<file path="config.mk">
export PLATFORM = sky130hd
export DESIGN_NAME = register_bank
export DESIGN_NICKNAME = d
export VERILOG_FILES = /design/src/rtl/register_bank.sv
export SDC_FILE = /design/constraint.sdc
export NUM_CORES = 2
export LEC_CHECK = 0
export BUFFER_PORTS_ARGS = -buffer_cell sky130_fd_sc_hd__buf_4
export CAP_MARGIN = 30
export CORE_MARGIN = 10
export CORE_UTILIZATION = 31
export DETAILED_ROUTE_END_ITERATION = 8
export PLACE_DENSITY = 0.49
export SLEW_MARGIN = 20
export SYNTH_ARGS = -nofsm -noshare
export SYNTH_HDL_FRONTEND = slang
export SYNTH_SLANG_ARGS = --single-unit
</file>
<file path="constraint.sdc">
create_clock -name clk -period 3.7 [get_ports clk]
set_input_delay 0.74 -clock clk [delete_from_list [all_inputs] [get_ports clk]]
set_output_delay 0.74 -clock clk [all_outputs]
set_load 0.1 [all_outputs]
</file>
<file path="src/rtl/register_bank.sv">
// rtl/register_bank.sv - MIPS 32x32 register bank with registered reads and clear sweep
//
// Purpose: general-purpose register file for the multicycle datapath. Two
// registered read ports (rs/rt), one write port, and a 31-cycle clear sweep
// that re-initialises registers 1..31 without a global reset.
//
// Ports:
//   clk          rising-edge clock
//   reset_n      asynchronous active-low reset
//   reg_write    write enable (accepted only while idle)
//   read_reg_a   read port A address (rs)
//   read_reg_b   read port B address (rt)
//   write_reg    write address
//   write_data   write data
//   clear_req    starts a clear sweep when idle
//   read_data_a  registered contents of read_reg_a
//   read_data_b  registered contents of read_reg_b
//   busy         clear sweep in progress
//
// Configuration macro: REGISTER_BANK_BYPASS_EN
//   defined     - a read port addressing the register being written this
//                 edge captures write_data (write-before-read)
//   not defined - read ports capture the pre-write contents

module register_bank #(
  parameter int          DATA_WIDTH = 32,
  parameter int          SP_INDEX   = 29,
  parameter int unsigned SP_RESET   = 227
) (
  input  logic                  clk,
  input  logic                  reset_n,
  input  logic                  reg_write,
  input  logic [4:0]            read_reg_a,
  input  logic [4:0]            read_reg_b,
  input  logic [4:0]            write_reg,
  input  logic [DATA_WIDTH-1:0] write_data,
  input  logic                  clear_req,
  output logic [DATA_WIDTH-1:0] read_data_a,
  output logic [DATA_WIDTH-1:0] read_data_b,
  output logic                  busy
);

  localparam logic [DATA_WIDTH-1:0] SP_RESET_W = DATA_WIDTH'(SP_RESET);
  localparam logic [4:0]            SP_IDX_W   = 5'(SP_INDEX);

  typedef enum logic {
    S_IDLE,
    S_SWEEP
  } state_t;

  state_t                r_state;
  logic [4:0]            r_idx;
  logic                  r_busy;
  logic [DATA_WIDTH-1:0] r_regs [0:31];
  logic [DATA_WIDTH-1:0] r_read_a;
  logic [DATA_WIDTH-1:0] r_read_b;

  logic                  w_wr_en;
  logic [DATA_WIDTH-1:0] w_next_a;
  logic [DATA_WIDTH-1:0] w_next_b;

  // Writes are only honoured while idle; during a sweep they are dropped.
  assign w_wr_en = (r_state == S_IDLE) && reg_write && (write_reg != 5'd0);

  // Index 0 is forced to zero at the read mux, so r_regs[0] is never relied on.
  always_comb begin
    w_next_a = (read_reg_a == 5'd0) ? '0 : r_regs[read_reg_a];
    w_next_b = (read_reg_b == 5'd0) ? '0 : r_regs[read_reg_b];
`ifdef REGISTER_BANK_BYPASS_EN
    // w_wr_en already excludes write_reg == 0 and the sweep state.
    if (w_wr_en && (read_reg_a == write_reg)) w_next_a = write_data;
    if (w_wr_en && (read_reg_b == write_reg)) w_next_b = write_data;
`endif
  end

  always_ff @(posedge clk or negedge reset_n) begin
    if (!reset_n) begin
      for (int i = 0; i < 32; i++) begin
        r_regs[i] <= (i == SP_INDEX) ? SP_RESET_W : '0;
      end
      r_read_a <= '0;
      r_read_b <= '0;
      r_state  <= S_IDLE;
      r_idx    <= 5'd1;
      r_busy   <= 1'b0;
    end else begin
      r_read_a <= w_next_a;
      r_read_b <= w_next_b;
      case (r_state)
        S_IDLE: begin
          if (w_wr_en) r_regs[write_reg] <= write_data;
          if (clear_req) begin
            r_state <= S_SWEEP;
            r_idx   <= 5'd1;
            r_busy  <= 1'b1;
          end
        end
        S_SWEEP: begin
          r_regs[r_idx] <= (r_idx == SP_IDX_W) ? SP_RESET_W : '0;
          if (r_idx == 5'd31) begin
            r_state <= S_IDLE;
            r_idx   <= 5'd1;
            r_busy  <= 1'b0;
          end else begin
            r_idx <= r_idx + 5'd1;
          end
        end
        default: begin
          r_state <= S_IDLE;
          r_idx   <= 5'd1;
          r_busy  <= 1'b0;
        end
      endcase
    end
  end

  assign read_data_a = r_read_a;
  assign read_data_b = r_read_b;
  assign busy        = r_busy;

endmodule
</file>
==> run_results.csv <==
group,metric,value,unit
run_status,status,"finished clean",
sta,maxSlewHeadroom,30.7,%
critical_path,worstPathRequired,4.34,ns
global_route,grtUsageMet1,30.3,%
pwr,vdd_drop_max,0.375,mV
sta,fin_tns_setup,0,ns
pwr,comb_power_share,21.3,%
detailed_routing,drc,0,
clock_network,numCtsBuffers,119,
synthesis,ys_ff_latch,1095,
synthesis,ys.flop_type,"dfrtp_1",
placement,hpwlAfterDp,161000,um
sta,finalHoldViolations,0,
final_layout,fin_cells,7769,
placement,gp_congestion,0.881,
pwr,power.total,32.6,mW
floorplanning,die_h,469,um
pwr,power_frac_clock,37.5,%
critical_path,crit_chain,"or3b_2, o32ai_4, buf_4, mux2_2",
floorplanning,row_count,164,
floorplanning,die_w,469,um
synthesis,synth_area,62500,um^2
critical_path,critPathCaptureType,"flip-flop",
final_layout,final_layout_size_suffix_gt1_share,41.4,%
sta,fin_crit,2.57,ns
pwr,net-switching-power,10.4,mW
clock_network,cts_sinks,1095,
clock_network,cts_tree,"done",
detailed_routing,drt.antenna.violating_nets,0,
clock_network,clk_latency,0.75,ns
floorplanning,start_util,31.2,%
pwr,seq_power_share,41.1,%
sta,setup_slack,1.13,ns
detailed_routing,first_pass_iters,5,
clock_network,clk_pin_slew,0.06,ns
detailed_routing,vias,45200,
placement,dpl_cell_area,68000,um^2
hold_path,hold_class,"in -> reg",
clock_network,root_buffer,"clkbuf_16",
sta,setup_viol,0,
synthesis,synth-edff-count,0,
critical_path,path_max_fanout,21,
sta,finalClockSkew,0.0179,ns
pwr,intPower,22.2,mW
synthesis,avgSynthCellArea,12.7,um^2
critical_path,max_stage_delay,0.69,ns
sta,fmax,389,MHz
synthesis,seq_area_frac_synth,43.8,%
global_route,use_met3,3.72,%
final_layout,layout_common_cells,"dfrtp_1, nor2_1, mux2_2",
global_route,antenna_found_initial,9,
global_route,grt_max_degree,127,
floorplanning,core,200000,um^2
critical_path,crit_type,"reg -> reg",
global_route,grt_pass1_wl,356000,um
final_layout,nFillCells,19600,
clock_network,cts_resized,0,
run,cap_violations,0,
global_route,grt_usage,22.2,%
pwr,p_sw_share,31.8,%
clock_network,h-tree-depth,3,
floorplanning,io_pins,116,
final_layout,final_nets,5082,
detailed_routing,wl_per_cell,32.0,um
global_route,grt_pass1_vias,46200,
critical_path,cp.arrival,3.20,ns
pwr,power_density,453,nW/um^2
placement,dpl.cell_count,7560,
critical_path,critPathLaunchType,"flip-flop",
final_layout,seqCellArea,27400,um^2
final_layout,multi_input_area,32700,um^2
synthesis,async_reset_ff_share,100,%
sta,drv_slew,0,
placement,pre_cts_slack,0.489,ns
final_layout,syn2layout_area_growth,14.9,%
detailed_routing,dr.first_iter.drc_count,4678,
synthesis,yosysUniqueCellTypes,47,
final_layout,final_common_cell,"dfrtp_1",
global_route,busiest_layer,"met2",
clock_network,cts_buffer_depth,3,
final_layout,finish.instance_area,71900,um^2
placement,portBuffers,115,
detailed_routing,vias_per_cell,5.81,
global_route,use_met2,34.6,%
floorplanning,die_area,220000,um^2
synthesis,syn-num-nets,4995,
global_route,grt.overflow.total,0,
sta,grt_setup_unrepaired,"no",
sta,tightest_slew,1.03,ns
critical_path,cp_slowest_cell,"dfrtp_1",
pwr,power_leakage,31.3,nW
sta,finalCritPeriodShare,69.4,%
synthesis,yosysWarnings,0,
synthesis,synthCells,4939,
final_layout,diodes,0,
detailed_routing,drt_wl_total,249000,um
-- flip-flops by register name, summed over array words and instances (netlist names) --
| name | count |
|---|---|
| read_data_a | 32 |
| r_state | 1 |
| r_idx | 5 |
| r_regs | 1024 |
| busy | 1 |
| read_data_b | 32 |
-- cell usage after synthesis, types with 2 or more instances --
cell / count / area, um^2
ha_1: 5 / 62.6
or4_1: 2 / 15.0
mux2_4: 150 / 2250
nand3b_1: 3 / 22.5
dfstp_2: 6 / 158
nand2_1: 76 / 285
and3_1: 3 / 18.8
o32a_4: 5 / 113
nor2b_1: 103 / 644
and3b_1: 4 / 35.0
nand2b_1: 37 / 231
a211oi_1: 64 / 480
mux2i_1: 133 / 1330
mux4_2: 448 / 10100
o31ai_1: 2 / 15.0
nand3_1: 5 / 25.0
a311oi_1: 64 / 561
buf_4: 83 / 623
nor3b_2: 3 / 37.5
dfrtp_1: 1089 / 27300
buf_1: 12 / 45.0
buf_6: 20 / 225
or2_2: 2 / 12.5
inv_1: 38 / 143
and2_1: 3 / 18.8
a22oi_1: 64 / 480
mux2_1: 95 / 1070
o21ai_0: 155 / 776
o32ai_4: 25 / 688
a21oi_1: 2 / 10.0
mux2_2: 779 / 8770
a221oi_1: 45 / 394
o211ai_1: 27 / 203
nor2_1: 964 / 3620
buf_2: 92 / 460
clkbuf_1: 302 / 1130
o2111ai_1: 19 / 166
-- kinds of logic (layout without fill, tap and decap cells) --
group | after synthesis | after routing | synth area share, %
multiplexers | 1605 | 1605 | 37.6
AND/OR/NAND/NOR | 1211 | 1211 | 8.01
flip-flops | 1095 | 1095 | 43.8
buffers and inverters | 547 | 721 | 4.20
AO/OA/AOI/OAI | 476 | 476 | 6.27
adder cells (fa/ha/maj) | 5 | 5 | 0.100
-- final cells by class --
| type | instances | area share [%] |
|---|---|---|
| tap | 2656 | 4.62 |
| multi-input combinational | 3297 | 45.4 |
| clock buffer | 177 | 4.81 |
| inverter | 38 | 0.202 |
| sequential | 1095 | 38.1 |
| clock inverter | 31 | 0.538 |
| timing repair buffer | 475 | 6.26 |
-- layer usage --
layer,vias up,routed length (um)
li1,18200,-
met1,24600,107000
met2,1864,114000
met3,469,15600
met4,2,12500
met5,-,15
-- through the flow --
step | util, % | hold WS, ns
6_report | 35.9 | 0.219
4_1_cts | 35.9 | 0.160
3_3_place_gp | 34.0 | 0.462
2_1_floorplan | - | 0.444
3_5_place_dp | 34.0 | 0.464
5_1_grt | 35.9 | 0.184
-- path summary, 6_finish.rpt --
check / startpoint / endpoint / slack, ns / depth (start not counted)
hold / removal: clear_req / r_idx[1] / 0.22 / 2
max in group asynchronous: reset_n / r_regs[997] / 2.00 / 3
setup reg to reg: r_idx[3] / r_regs[734] / 1.13 / 4
hold reg to reg: r_regs[70] / r_regs[70] / 0.47 / 2
min in group asynchronous: reset_n / r_regs[21] / 0.49 / 2
setup / recovery: r_idx[3] / r_regs[734] / 1.13 / 4
-- power by group through the flow --
stage	Clock [mW]	Combinational, mW	Sequential [mW]
after floorplan	0	3.76	13.8
after global placement	0	6.88	13.6
after detailed placement	0	6.93	13.6
after CTS	12.4	6.95	13.4
after global routing	12.9	7.22	13.5
final	12.2	6.95	13.4
-- repair_timing --
action                                 in CTS  in global routing
hold buffers                                1                  0
buffers inserted                            0                  0
endpoints found under the hold margin      31                  0
-- worst max-delay path, delay by kind of cell, from the launching register on --
| family | cells | cell delay [ns] |
|---|---|---|
| AND/OR/NAND/NOR | 1 | 0.63 |
| multiplexers | 1 | 0.40 |
| flip-flops | 1 | 0.69 |
| buffers and inverters | 1 | 0.50 |
| AO/OA/AOI/OAI | 1 | 0.17 |
Note: power is estimated with default switching activity, not from simulation.
